### src/rtl/exec_ctrl_pkg.sv
// Shared definitions for the run-control sequencer: state encoding and
// default widths for the instruction-memory address and cycle counter.
package exec_ctrl_pkg;

   localparam int IMEM_AW_DEF = 10;
   localparam int CYC_W_DEF   = 32;

   typedef enum logic [2:0] {
      ST_IDLE  = 3'd0,
      ST_LOAD  = 3'd1,
      ST_CLEAR = 3'd2,
      ST_RUN   = 3'd3,
      ST_DONE  = 3'd4
   } state_e;

endpackage

### src/rtl/exec_ctrl_if.sv
// Program-load stream and instruction-memory write port between the host
// side (master) and the run-control sequencer (slave).
interface exec_ctrl_if
   import exec_ctrl_pkg::*;
#(
   parameter int IMEM_AW = IMEM_AW_DEF
);

   logic               load_valid;
   logic [31:0]        load_data;
   logic               load_last;
   logic               load_ready;
   logic               imem_we;
   logic [IMEM_AW-1:0] imem_addr;
   logic [31:0]        imem_wdata;

   modport master (
      output load_valid, load_data, load_last,
      input  load_ready, imem_we, imem_addr, imem_wdata
   );

   modport slave (
      input  load_valid, load_data, load_last,
      output load_ready, imem_we, imem_addr, imem_wdata
   );

endinterface

### src/rtl/exec_ctrl_sat_counter.sv
// Saturating up-counter with synchronous clear; clear takes priority over
// enable and the value sticks at all-ones instead of wrapping.
module sat_counter
   import exec_ctrl_pkg::*;
#(
   parameter int W = CYC_W_DEF
) (
   input  logic         clk,
   input  logic         rst_n,
   input  logic         clr,
   input  logic         en,
   output logic [W-1:0] count
);

   logic [W-1:0] count_q;
   logic [W-1:0] count_d;

   always_comb begin
      count_d = count_q;
      if (clr) begin
         count_d = '0;
      end else if (en && (count_q != '1)) begin
         count_d = count_q + W'(1);
      end
   end

   always_ff @(posedge clk or negedge rst_n) begin
      if (!rst_n) begin
         count_q <= '0;
      end else begin
         count_q <= count_d;
      end
   end

   assign count = count_q;

endmodule

### src/rtl/exec_ctrl.sv
// Run-control sequencer: streams a program into instruction memory, pulses a
// one-cycle core clear, then enables the core until HALT or the cycle limit.
module exec_ctrl
   import exec_ctrl_pkg::*;
#(
   parameter int IMEM_AW = IMEM_AW_DEF,
   parameter int CYC_W   = CYC_W_DEF
) (
   input  logic             clk,
   input  logic             rst_n,
   input  logic             start,
   input  logic             abort,
   exec_ctrl_if.slave       bus,
   input  logic             halt_in,
   input  logic [CYC_W-1:0] timeout_limit,
   output logic             cpu_clr,
   output logic             cpu_en,
   output logic             busy,
   output logic             finished,
   output logic             timed_out,
   output logic             load_err,
   output logic [CYC_W-1:0] cycle_count
);

   localparam logic [IMEM_AW-1:0] ADDR_MAX = '1;

   state_e             state_q;
   state_e             state_d;
   logic [IMEM_AW-1:0] addr_q;
   logic [IMEM_AW-1:0] addr_d;
   logic               timed_out_q;
   logic               timed_out_d;
   logic               load_err_q;
   logic               load_err_d;
   logic               cnt_clr;
   logic               accept;
   logic               limit_hit;

   always_comb begin
      state_d     = state_q;
      addr_d      = addr_q;
      timed_out_d = timed_out_q;
      load_err_d  = load_err_q;
      cnt_clr     = 1'b0;
      accept      = (state_q == ST_LOAD) && bus.load_valid;
      limit_hit   = (timeout_limit != '0) && (cycle_count == timeout_limit);
      // HALT must not commit, and the limit blocks the instruction beyond it.
      cpu_en      = (state_q == ST_RUN) && !halt_in && !limit_hit;

      case (state_q)
         ST_IDLE, ST_DONE: begin
            if (start) begin
               state_d     = ST_LOAD;
               addr_d      = '0;
               timed_out_d = 1'b0;
               load_err_d  = 1'b0;
               cnt_clr     = 1'b1;
            end
         end
         ST_LOAD: begin
            if (accept) begin
               addr_d = addr_q + IMEM_AW'(1);
               if (bus.load_last) begin
                  state_d = ST_CLEAR;
               end else if (addr_q == ADDR_MAX) begin
                  load_err_d = 1'b1;
                  state_d    = ST_CLEAR;
               end
            end
         end
         ST_CLEAR: begin
            state_d = ST_RUN;
         end
         ST_RUN: begin
            if (halt_in) begin
               state_d = ST_DONE;
            end else if (limit_hit) begin
               state_d     = ST_DONE;
               timed_out_d = 1'b1;
            end
         end
         default: begin
            state_d = ST_IDLE;
         end
      endcase

      if (abort) begin
         state_d     = ST_IDLE;
         addr_d      = '0;
         timed_out_d = 1'b0;
         load_err_d  = 1'b0;
         cnt_clr     = 1'b1;
      end
   end

   always_ff @(posedge clk or negedge rst_n) begin
      if (!rst_n) begin
         state_q     <= ST_IDLE;
         addr_q      <= '0;
         timed_out_q <= 1'b0;
         load_err_q  <= 1'b0;
      end else begin
         state_q     <= state_d;
         addr_q      <= addr_d;
         timed_out_q <= timed_out_d;
         load_err_q  <= load_err_d;
      end
   end

   sat_counter #(
      .W (CYC_W)
   ) u_cycle_cnt (
      .clk   (clk),
      .rst_n (rst_n),
      .clr   (cnt_clr),
      .en    (cpu_en),
      .count (cycle_count)
   );

   assign bus.load_ready = (state_q == ST_LOAD);
   assign bus.imem_we    = accept;
   assign bus.imem_addr  = addr_q;
   assign bus.imem_wdata = bus.load_data;

   assign cpu_clr   = (state_q == ST_CLEAR);
   assign busy      = (state_q == ST_LOAD) || (state_q == ST_CLEAR) || (state_q == ST_RUN);
   assign finished  = (state_q == ST_DONE);
   assign timed_out = timed_out_q;
   assign load_err  = load_err_q;

endmodule

### src/flat_wrapper.sv
// flat-port wrapper written by rule: the top's interface ports become plain ports
module exec_ctrl_flat import exec_ctrl_pkg::*;
#(
   parameter int IMEM_AW = IMEM_AW_DEF,
   parameter int CYC_W   = CYC_W_DEF
)
  (clk, rst_n, start, abort, halt_in, timeout_limit, cpu_clr, cpu_en, busy, finished, timed_out, load_err, cycle_count, bus_load_valid, bus_load_data, bus_load_last, bus_load_ready, bus_imem_we, bus_imem_addr, bus_imem_wdata);
  exec_ctrl_if #(.IMEM_AW(IMEM_AW)) bus_i ();
  input  logic clk;
  input  logic rst_n;
  input  logic start;
  input  logic abort;
  input  logic halt_in;
  input  logic [CYC_W-1:0] timeout_limit;
  output logic cpu_clr;
  output logic cpu_en;
  output logic busy;
  output logic finished;
  output logic timed_out;
  output logic load_err;
  output logic [CYC_W-1:0] cycle_count;
  input wire logic [$bits(bus_i.load_valid)-1:0] bus_load_valid;
  input wire logic [$bits(bus_i.load_data)-1:0] bus_load_data;
  input wire logic [$bits(bus_i.load_last)-1:0] bus_load_last;
  output wire logic [$bits(bus_i.load_ready)-1:0] bus_load_ready;
  output wire logic [$bits(bus_i.imem_we)-1:0] bus_imem_we;
  output wire logic [$bits(bus_i.imem_addr)-1:0] bus_imem_addr;
  output wire logic [$bits(bus_i.imem_wdata)-1:0] bus_imem_wdata;
  assign bus_i.load_valid = bus_load_valid;
  assign bus_i.load_data = bus_load_data;
  assign bus_i.load_last = bus_load_last;
  assign bus_load_ready = bus_i.load_ready;
  assign bus_imem_we = bus_i.imem_we;
  assign bus_imem_addr = bus_i.imem_addr;
  assign bus_imem_wdata = bus_i.imem_wdata;
  exec_ctrl #(.IMEM_AW(IMEM_AW), .CYC_W(CYC_W)) u_core (.clk(clk), .rst_n(rst_n), .start(start), .abort(abort), .bus(bus_i), .halt_in(halt_in), .timeout_limit(timeout_limit), .cpu_clr(cpu_clr), .cpu_en(cpu_en), .busy(busy), .finished(finished), .timed_out(timed_out), .load_err(load_err), .cycle_count(cycle_count));
endmodule
### config.mk
export PLATFORM = sky130hd
export DESIGN_NAME = exec_ctrl_flat
export DESIGN_NICKNAME = d
export VERILOG_FILES = /design/src/rtl/exec_ctrl_pkg.sv /design/src/rtl/exec_ctrl_if.sv /design/src/rtl/exec_ctrl_sat_counter.sv /design/src/rtl/exec_ctrl.sv /design/src/flat_wrapper.sv
export SDC_FILE = /design/constraint.sdc
export NUM_CORES = 1
export LEC_CHECK = 0
export ABC_AREA = 1
export CORE_MARGIN = 2
export CORE_UTILIZATION = 41
export CTS_CLUSTER_SIZE = 40
export DETAILED_ROUTE_END_ITERATION = 10
export PLACE_DENSITY_LB_ADDON = 0.15
export SLEW_MARGIN = 20
export SYNTH_ARGS = -nofsm -noshare
export SYNTH_HDL_FRONTEND = slang
export SYNTH_SLANG_ARGS = --single-unit
### constraint.sdc
create_clock -name clk -period 1.6 [get_ports clk]
set_input_delay 0.32 -clock clk [delete_from_list [all_inputs] [get_ports clk]]
set_output_delay 0.32 -clock clk [all_outputs]
set_load 0.01 [all_outputs]
Word level (Yosys, flattened, before mapping)
Index checks and enable logic that the tools add are counted.
{"block": "classes", "n_addsub": 2, "n_eq_ne": 15, "mux": 27, "reduce_logical": 19}
{"cell": "32-bit two-way mux", "count": 2}
{"cell": "32-bit by 1-bit adder with 32-bit output, second input constant", "count": 1}
{"cell": "32-bit equality test", "count": 1}
{"cell": "32-bit inequality test, second input constant", "count": 1}
{"cell": "32-bit nonzero test", "count": 1}
{"cell": "10-bit two-way mux", "count": 3}
{"cell": "3-bit two-way mux", "count": 7}
{"cell": "10-bit case mux with 2 select lines", "count": 1}
{"cell": "3-bit case mux with 4 select lines", "count": 1}
{"cell": "1-bit two-way mux", "count": 11}
{"cell": "10-bit by 1-bit adder with 10-bit output, second input constant", "count": 1}
{"cell": "10-bit equality test, second input constant", "count": 1}
{"cell": "3-bit by 2-bit inequality test with 1-bit output, second input constant", "count": 3}
{"cell": "3-bit inequality test, second input constant", "count": 3}
{"cell": "4-bit by 3-bit inequality test with 1-bit output, second input constant", "count": 2}
{"cell": "4-bit AND reduction", "count": 2}
{"cell": "3-bit by 2-bit equality test with 1-bit output, second input constant", "count": 2}
{"cell": "3-bit nonzero test", "count": 2}
{"cell": "1-bit logical AND", "count": 5}
{"cell": "5-bit AND reduction", "count": 1}
{"cell": "1-bit case mux with 2 select lines", "count": 2}
{"cell": "3-bit by 1-bit equality test with 1-bit output, second input constant", "count": 1}
{"cell": "3-bit equality test, second input constant", "count": 1}
{"cell": "3-bit logical NOT", "count": 1}
{"cell": "other kinds (5)", "count": 7}
{"block": "totals", "regBits": 47, "inputBits": 71, "output_inout_bits": 82, "word_cells": 68}

Depth between registers and ports, before layout
Gate-level depths: netlist (run 1).
{"block": "logic_depth", "depth_word": 7, "ltp_mapped": 15}

By module
From an unflattened synthesis (run 1), not the netlist that was laid out.
{"block": "unflattened", "hier_cells": 610, "area_unflattened_um2": 3988.8}
{"mod": "sat_counter", "instances": 1, "cells_each": 345, "area_each_um2": 2243.4, "seq_area_each_um2": 800.8}
{"mod": "exec_ctrl", "instances": 1, "cells_each": 265, "area_each_um2": 1745.4, "seq_area_each_um2": 375.4}

Worst setup path after synthesis (run 1)
No wires, ideal clock.
{"block": "synth_timing", "kind": "register to register", "from": "register u_core.u_cycle_cnt.count_q[0], in the netlist u_core.u_cycle_cnt.count[0]", "to": "register u_core.u_cycle_cnt.count_q[2], in the netlist u_core.u_cycle_cnt.count[2]", "t_arrival_ns": 1.738, "t_required_ns": 1.483, "path_slack_ns": -0.255, "stages_incl_launch_ff": 12, "synth_period_minus_slack_ns": 1.855, "cell_sequence": "dfrtp_1 ha_1 nand3_4 nor2_8 nand3_4 nor2_4 nand4_2 nand3_2 nand2_4 buf_6 nand2_1 nand2_1"}
{"block": "synth_via", "elab_chain_cells": 6}
{"element": "from (decl)", "line_no": "exec_ctrl_sat_counter.sv:15", "source": "logic [W-1:0] count_q;"}
{"element": "from (signal assigned)", "line_no": "exec_ctrl_sat_counter.sv:31", "source": "count_q <= count_d;"}
{"element": "branches (longest 6 deep; another with 32-bit by 1-bit adder with 32-bit output)"}
Parallel ways; which one is timed is not known. The select of a mux whose other input is x is not followed.
A chain may end at the register's enable or synchronous reset.

Final worst setup path (run 1)
{"block": "layout_timing", "from": "register u_core.u_cycle_cnt.count_q[10], in the netlist u_core.u_cycle_cnt.count[10]", "to": "output port cpu_en"}
{"block": "layout_via", "elab_chain_cells": 4}
{"element": "32-bit equality test", "line_no": "exec_ctrl.sv:46", "source": "limit_hit = (timeout_limit != '0) && (cycle_count == timeout_limit);"}
{"element": "1-bit logical AND", "line_no": "exec_ctrl.sv:46"}
{"element": "1-bit logical NOT", "line_no": "exec_ctrl.sv:48", "source": "cpu_en = (state_q == ST_RUN) && !halt_in && !limit_hit;"}
{"element": "1-bit logical AND", "line_no": "exec_ctrl.sv:48"}
{"element": "to (decl)", "line_no": "flat_wrapper.sv:16", "source": "output logic cpu_en;"}
Every way passes these cells.

==> results of run 1 <==
-- registers in the layout, indices dropped and copies added, names as in the netlist --
| name | cells |
|---|---|
| u_core.bus.imem_addr | 10 |
| u_core.load_err | 1 |
| u_core.state_q | 3 |
| u_core.timed_out | 1 |
| u_core.u_cycle_cnt.count | 32 |
-- per-stage QoR --
stage,TNS (ps),hold slack [ps],cells,worst slack [ps]
floorplan,-3430,24.4,602,-115
global placement,-29190,329,870,-850
detailed placement,-30300,334,870,-882
CTS,-11500,507,904,-411
global route,-16720,542,919,-500
finish,-13640,502,919,-452
-- placed cells by master (no fill, tap or decap), types with 11 or more instances in the layout --
cell | netlist | final
a21oi_1 | 11 | 11
xor2_1 | 16 | 16
nor2_1 | 86 | 77
nand2_1 | 178 | 164
buf_4 | 33 | 108
xnor2_1 | 27 | 16
inv_1 | 57 | 50
xnor2_2 | 0 | 11
buf_6 | 6 | 29
dlygate4sd2_1 | 0 | 61
nand2_2 | 2 | 14
nand3_1 | 52 | 49
dfrtp_1 | 47 | 43
-- logic make-up after synthesis --
family | Yosys count | share of synthesized area (%)
AND/OR/NAND/NOR | 367 | 41.3
buffers and inverters | 116 | 15.5
flip-flops | 47 | 29.5
XOR/XNOR | 43 | 9.44
AO/OA/AOI/OAI | 27 | 3.61
adder cells (fa/ha/maj) | 2 | 0.627
-- area by class of cell --
type | instances | area share, %
clock buffers | 5 | 1.08
clock inverters | 3 | 0.413
inverters | 62 | 3.90
multi-input cells | 442 | 40.3
flip-flops and latches | 47 | 18.6
well taps | 129 | 2.54
repair buffers | 230 | 33.1
repair inverters | 1 | 0.0984
-- worst paths after layout --
kind                            cells after the start  slack [ps]                                       end                                startpoint
worst max register to register                     12        -420   u_core.u_cycle_cnt.count[0]$_DFFE_PN0P_  u_core.u_cycle_cnt.count[10]$_DFFE_PN0P_
worst max-delay path                                8        -450                                    cpu_en  u_core.u_cycle_cnt.count[10]$_DFFE_PN0P_
min in group asynchronous                           3         530   u_core.u_cycle_cnt.count[6]$_DFFE_PN0P_                                     rst_n
worst min register to register                      1         500       u_core.bus.imem_addr[9]$_DFFE_PN0P_       u_core.bus.imem_addr[9]$_DFFE_PN0P_
worst min-delay path                                1         500       u_core.bus.imem_addr[9]$_DFFE_PN0P_       u_core.bus.imem_addr[9]$_DFFE_PN0P_
max in group asynchronous                           3         830  u_core.u_cycle_cnt.count[28]$_DFFE_PN0P_                                     rst_n
-- power breakdown --
group / total [mW] / switching, mW / leakage, nW / internal [mW]
registers: 1.32 / 0.0717 / 0.647 / 1.25
clock network: 0.809 / 0.486 / 0.0491 / 0.323
logic: 3.16 / 1.68 / 2.68 / 1.48
-- worst register-to-register path: stages, from the launching register on --
cell and delay (ps):
dfrtp_1 420, xnor2_2 180, nand2_1 120, nor2_1 130, nand2_1 60, nor2_1 110
nand3_2 130, buf_4 180, nand3_4 200, buf_4 170, clkbuf_16 140, nand3_1 70
nand2_1 60
-- routing by layer --
layer | vias up | global-route usage [%] | wire [um]
li1 | 2234 | - | -
met1 | 2219 | 34.8 | 5950
met2 | 195 | 46.3 | 7210
met3 | 38 | 4.68 | 1060
met4 | 0 | 8.51 | 309
met5 | - | 0 | 0
-- timing repair --
item	in CTS	in global routing
endpoints found under the hold margin	16	0
hold buffers	1	0
buffers inserted	19	17
resized for setup	139	75
gates cloned	6	1
endpoints found under the setup margin	86	60
pin swaps	22	23
==> impl_metrics.env, run 1 <==
export IMPL_drv_cap=0
export IMPL_multi_input_area_sq_mm=0.00256
export IMPL_slowest_delay_ps=420
export IMPL_arrival_ps=1730
export IMPL_vias=4686
export IMPL_h_tree_depth=2
export IMPL_synth_yosys_warnings=0
export IMPL_gp_congestion=0.968
export IMPL_synth_area_leader_cell="dfrtp_1"
export IMPL_critical_path_buf_inv_count=1
export IMPL_status="finished, violations left"
export IMPL_slew_headroom_pct=73.6
export IMPL_start_kind="register"
export IMPL_die_w_um=103
export IMPL_grt_pass1_wl_um=22100
export IMPL_antenna_left=0
export IMPL_drt_pass1_iterations=5
export IMPL_finalCritPeriodShare_pct=128
export IMPL_finClkSkew_ps=8.83
export IMPL_setup_viol=45
export IMPL_regArea_sq_mm=0.00118
export IMPL_hold_violations=0
export IMPL_postPlaceCellArea_sq_mm=0.00552
export IMPL_finish_utilization_pct=68.2
export IMPL_clkSlewWorstSetupHoldPaths_ps=110
export IMPL_synthTopCellsByCount="nand2_1, nor2_1, inv_1, nand3_1, dfrtp_1"
export IMPL_setup_ws_ps=-452
export IMPL_wl_per_cell_um=15.8
export IMPL_syn_to_final_growth_pct=59.4
export IMPL_io_pins=153
export IMPL_synthTopCellsByArea="dfrtp_1, nand2_1, nor2_1"
export IMPL_antenna_found_initial=0
export IMPL_async_flop_share_pct=100
export IMPL_syn_inst=602
export IMPL_worstHoldPathType="register to register"
export IMPL_critPathMaxFanout=2
export IMPL_core_area_sq_mm=0.00933
export IMPL_synth_most_common_cell="nand2_1"
export IMPL_worstMarginPinSlew_ps=393
export IMPL_dieHeight_um=103
export IMPL_antenna_diode_count=0
export IMPL_drt_total_wl_um=14500
export IMPL_violations="negative setup slack"
export IMPL_drtIter0Drc=286
export IMPL_clockRootBuffer="clkbuf_8"
export IMPL_synth_top_area_share_pct=29.5
export IMPL_maxSlewViolCount=0
export IMPL_fmax_ghz=0.487
export IMPL_cts_buffer_depth=2
export IMPL_power_density_mw_per_mm2=831
export IMPL_start_util_pct=42.8
export IMPL_cts_buffers_inserted=5
export IMPL_die_area_sq_mm=0.0105
export IMPL_p_leak_nw=3.38
export IMPL_clock_sinks=47
export IMPL_place_hpwl_um=9580
export IMPL_synthDistinctLibCells=38
export IMPL_irDropWorstVdd_uv=905
export IMPL_drc=0
export IMPL_cp_cell_sequence="xnor2_2 > nand2_1 > nor2_1 > nand2_1 > nor2_1 > nand3_2 > and2_4 > buf_6"
export IMPL_clock_latency_ps=310
export IMPL_p_total_mw=5.29
export IMPL_grt_overflow=0
export IMPL_fin_crit_ps=2050
export IMPL_syn_nets=675
export IMPL_critical_path_class="register to primary output"
export IMPL_synth_seq_cells=47
export IMPL_cp_end_kind="primary output"
export IMPL_rsz0062_at_grt="true"
export IMPL_grt_usage_pct=27.0
export IMPL_yosys_most_used_dff="dfrtp_1"
export IMPL_num_rows=35
export IMPL_critPathTopFamily="simple AND/OR/NAND/NOR gates"
export IMPL_synth_area_sq_mm=0.00399
export IMPL_fin_area_sq_mm=0.00636
export IMPL_synth_edf_count=0
export IMPL_nNetsFinal=862
export IMPL_critPathRequiredTime_ps=1280
export IMPL_io_buffers=88
export IMPL_syn_area_per_cell_sq_um=6.63
export IMPL_drive_above_1_share_pct=30.9
export IMPL_n_fill_cell=793
export IMPL_yosysSeqAreaShare_pct=29.5
export IMPL_grt_max_degree=48
export IMPL_cts_tree="done"
export IMPL_vias_per_cell=5.10
export IMPL_grt_pass1_vias=4482
export IMPL_cp_slowest_cell="dfrtp_1"
Power figures use the tool's default switching activity.
==> run 2: changes to the inputs <==
--- a/config.mk
+++ b/config.mk
@@ -7,7 +7,7 @@
 export LEC_CHECK = 0
 export ABC_AREA = 1
 export CORE_MARGIN = 2
-export CORE_UTILIZATION = 41
+export CORE_UTILIZATION = 40
 export CTS_CLUSTER_SIZE = 40
 export DETAILED_ROUTE_END_ITERATION = 10
 export PLACE_DENSITY_LB_ADDON = 0.15
==> impl_metrics.env, run 2 (synthesis results as in run 1) <==
export IMPL_status="finished, violations left"
export IMPL_violations="negative setup slack"
export IMPL_vias=4649
export IMPL_reg2reg_to="u_core.u_cycle_cnt.count[11]$_DFFE_PN0P_"
export IMPL_critical_path_class="register to primary output"
export IMPL_drv_cap=0
export IMPL_clockRootBuffer="clkbuf_8"
export IMPL_cts_buffers_inserted=5
export IMPL_core_area_sq_mm=0.00973
export IMPL_largest_register_ffs=32
export IMPL_dieHeight_um=104
export IMPL_h_tree_depth=2
export IMPL_p_leak_nw=3.46
export IMPL_fin_crit_ps=2060
export IMPL_grt_overflow=0
export IMPL_antenna_diode_count=0
export IMPL_io_pins=153
export IMPL_setup_ws_ps=-461
export IMPL_cp_startpoint="u_core.u_cycle_cnt.count[9]$_DFFE_PN0P_"
export IMPL_grt_pass1_wl_um=23000
export IMPL_power_density_mw_per_mm2=804
export IMPL_num_rows=36
export IMPL_wl_per_cell_um=15.9
export IMPL_hold_violations=0
export IMPL_finClkSkew_ps=3.85
export IMPL_place_hpwl_um=10000
export IMPL_cts_buffer_depth=2
export IMPL_clock_latency_ps=330
export IMPL_clkSlewWorstSetupHoldPaths_ps=100
export IMPL_clock_sinks=47
export IMPL_finish_utilization_pct=68.4
export IMPL_nNetsFinal=869
export IMPL_grt_usage_pct=26.8
export IMPL_grt_pass1_vias=4523
export IMPL_r2r_slack_ps=-390
export IMPL_start_util_pct=41.0
export IMPL_io_buffers=88
export IMPL_fmax_ghz=0.485
export IMPL_slew_headroom_pct=74.9
export IMPL_irDropWorstVdd_uv=734
export IMPL_critPathRequiredTime_ps=1280
export IMPL_syn_to_final_growth_pct=66.9
export IMPL_antenna_found_initial=0
export IMPL_finalNonFillerCells=930
export IMPL_critPathMaxFanout=3
export IMPL_gp_congestion=0.959
export IMPL_cp_end_kind="primary output"
export IMPL_p_total_mw=5.35
export IMPL_drt_pass1_iterations=4
export IMPL_die_area_sq_mm=0.0108
export IMPL_drive_above_1_share_pct=38.4
export IMPL_grt_max_degree=48
export IMPL_final_common_cell="nand2_1"
export IMPL_layout_common_cells="nand2_1, buf_4, nor2_1"
export IMPL_dpl_cell_count=877
export IMPL_antenna_left=0
export IMPL_worstHoldPathType="register to register"
export IMPL_arrival_ps=1740
export IMPL_vias_per_cell=5.00
export IMPL_holdWs_ps=502
export IMPL_cts_tree="done"
export IMPL_rsz0062_at_grt="true"
export IMPL_r2r_start="u_core.u_cycle_cnt.count[9]$_DFFE_PN0P_"
export IMPL_worstMarginPinSlew_ps=373
export IMPL_endpoint="cpu_en"
export IMPL_maxSlewViolCount=0
export IMPL_drc=0
export IMPL_drt_total_wl_um=14800
export IMPL_setup_viol=41
export IMPL_die_w_um=104
export IMPL_finalCritPeriodShare_pct=129
export IMPL_rr_worst_depth=15
export IMPL_drtIter0Drc=208
export IMPL_start_kind="register"
run 2: per-layer routing:
| metal | routed length [um] | up-vias | track usage, % |
|---|---|---|---|
| met1 | 6160 | 2206 | 33.8 |
| met2 | 7220 | 173 | 46.9 |
| li1 | - | 2243 | - |
| met3 | 1060 | 27 | 5.08 |
| met4 | 326 | 0 | 7.53 |
| met5 | 0 | - | 0 |
run 2: through the flow:
stage | TNS (ps) | cell area (sq um) | setup slack, ps
4_1_cts | -12070 | 6100 | -434
6_report | -12980 | 6660 | -461
2_1_floorplan | -3430 | 4040 | -115
3_3_place_gp | -29390 | 5530 | -881
3_5_place_dp | -29460 | 5530 | -866
5_1_grt | -17420 | 6660 | -545
run 2: critical path: stages (launching register included):
cell	delay, ps
dfrtp_1	410
inv_2	70
nand2_1	50
nand2_1	70
nand2_1	60
nor2_2	150
nand2_1	80
nor2_2	100
nand3_2	120
and2_1	160
buf_2	130
run 2: what timing repair did:
action                     CTS  global route
hold endpoints to repair    47             0
cloned                       8             0
buffers inserted            20            19
pin swaps                   26            50
hold buffers                 1             0
resized for setup          147           138
setup endpoints to repair   82            56
run 2: final cells by class:
class	count	area, sq um
clock buffer	5	68.8
clock inverter	3	25.0
fill	869	3070
inverter	62	238
multi-input combinational	443	2800
sequential	47	1180
tap	133	166
timing repair buffer	237	2180
run 2: worst min path at each step:
stage / cells past startpoint / slack [ps] / end / from
floorplan: 0 / 20 / u_core.bus.imem_addr[0]$_DFFE_PN0P_ / rst_n
global placement: 2 / 330 / u_core.u_cycle_cnt.count[8]$_DFFE_PN0P_ / rst_n
detailed placement: 2 / 330 / u_core.u_cycle_cnt.count[8]$_DFFE_PN0P_ / rst_n
CTS: 1 / 500 / u_core.bus.imem_addr[9]$_DFFE_PN0P_ / u_core.bus.imem_addr[9]$_DFFE_PN0P_
global route: 2 / 530 / u_core.timed_out$_DFFE_PN0P_ / u_core.timed_out$_DFFE_PN0P_
finish: 1 / 500 / u_core.bus.imem_addr[9]$_DFFE_PN0P_ / u_core.bus.imem_addr[9]$_DFFE_PN0P_
run 2: power by group:
| group | switching, mW | internal, mW |
|---|---|---|
| sequential | 0.0654 | 1.25 |
| combinational | 1.76 | 1.46 |
| clock | 0.504 | 0.314 |
==> run 3: changes to the inputs <==
--- a/config.mk
+++ b/config.mk
@@ -10,6 +10,7 @@
 export CORE_UTILIZATION = 40
 export CTS_CLUSTER_SIZE = 40
 export DETAILED_ROUTE_END_ITERATION = 10
+export HOLD_SLACK_MARGIN = 0.06
 export PLACE_DENSITY_LB_ADDON = 0.15
 export SLEW_MARGIN = 20
 export SYNTH_ARGS = -nofsm -noshare
==> results of run 3 <==
Final layout, timing and power as in run 2 (identical DEF).
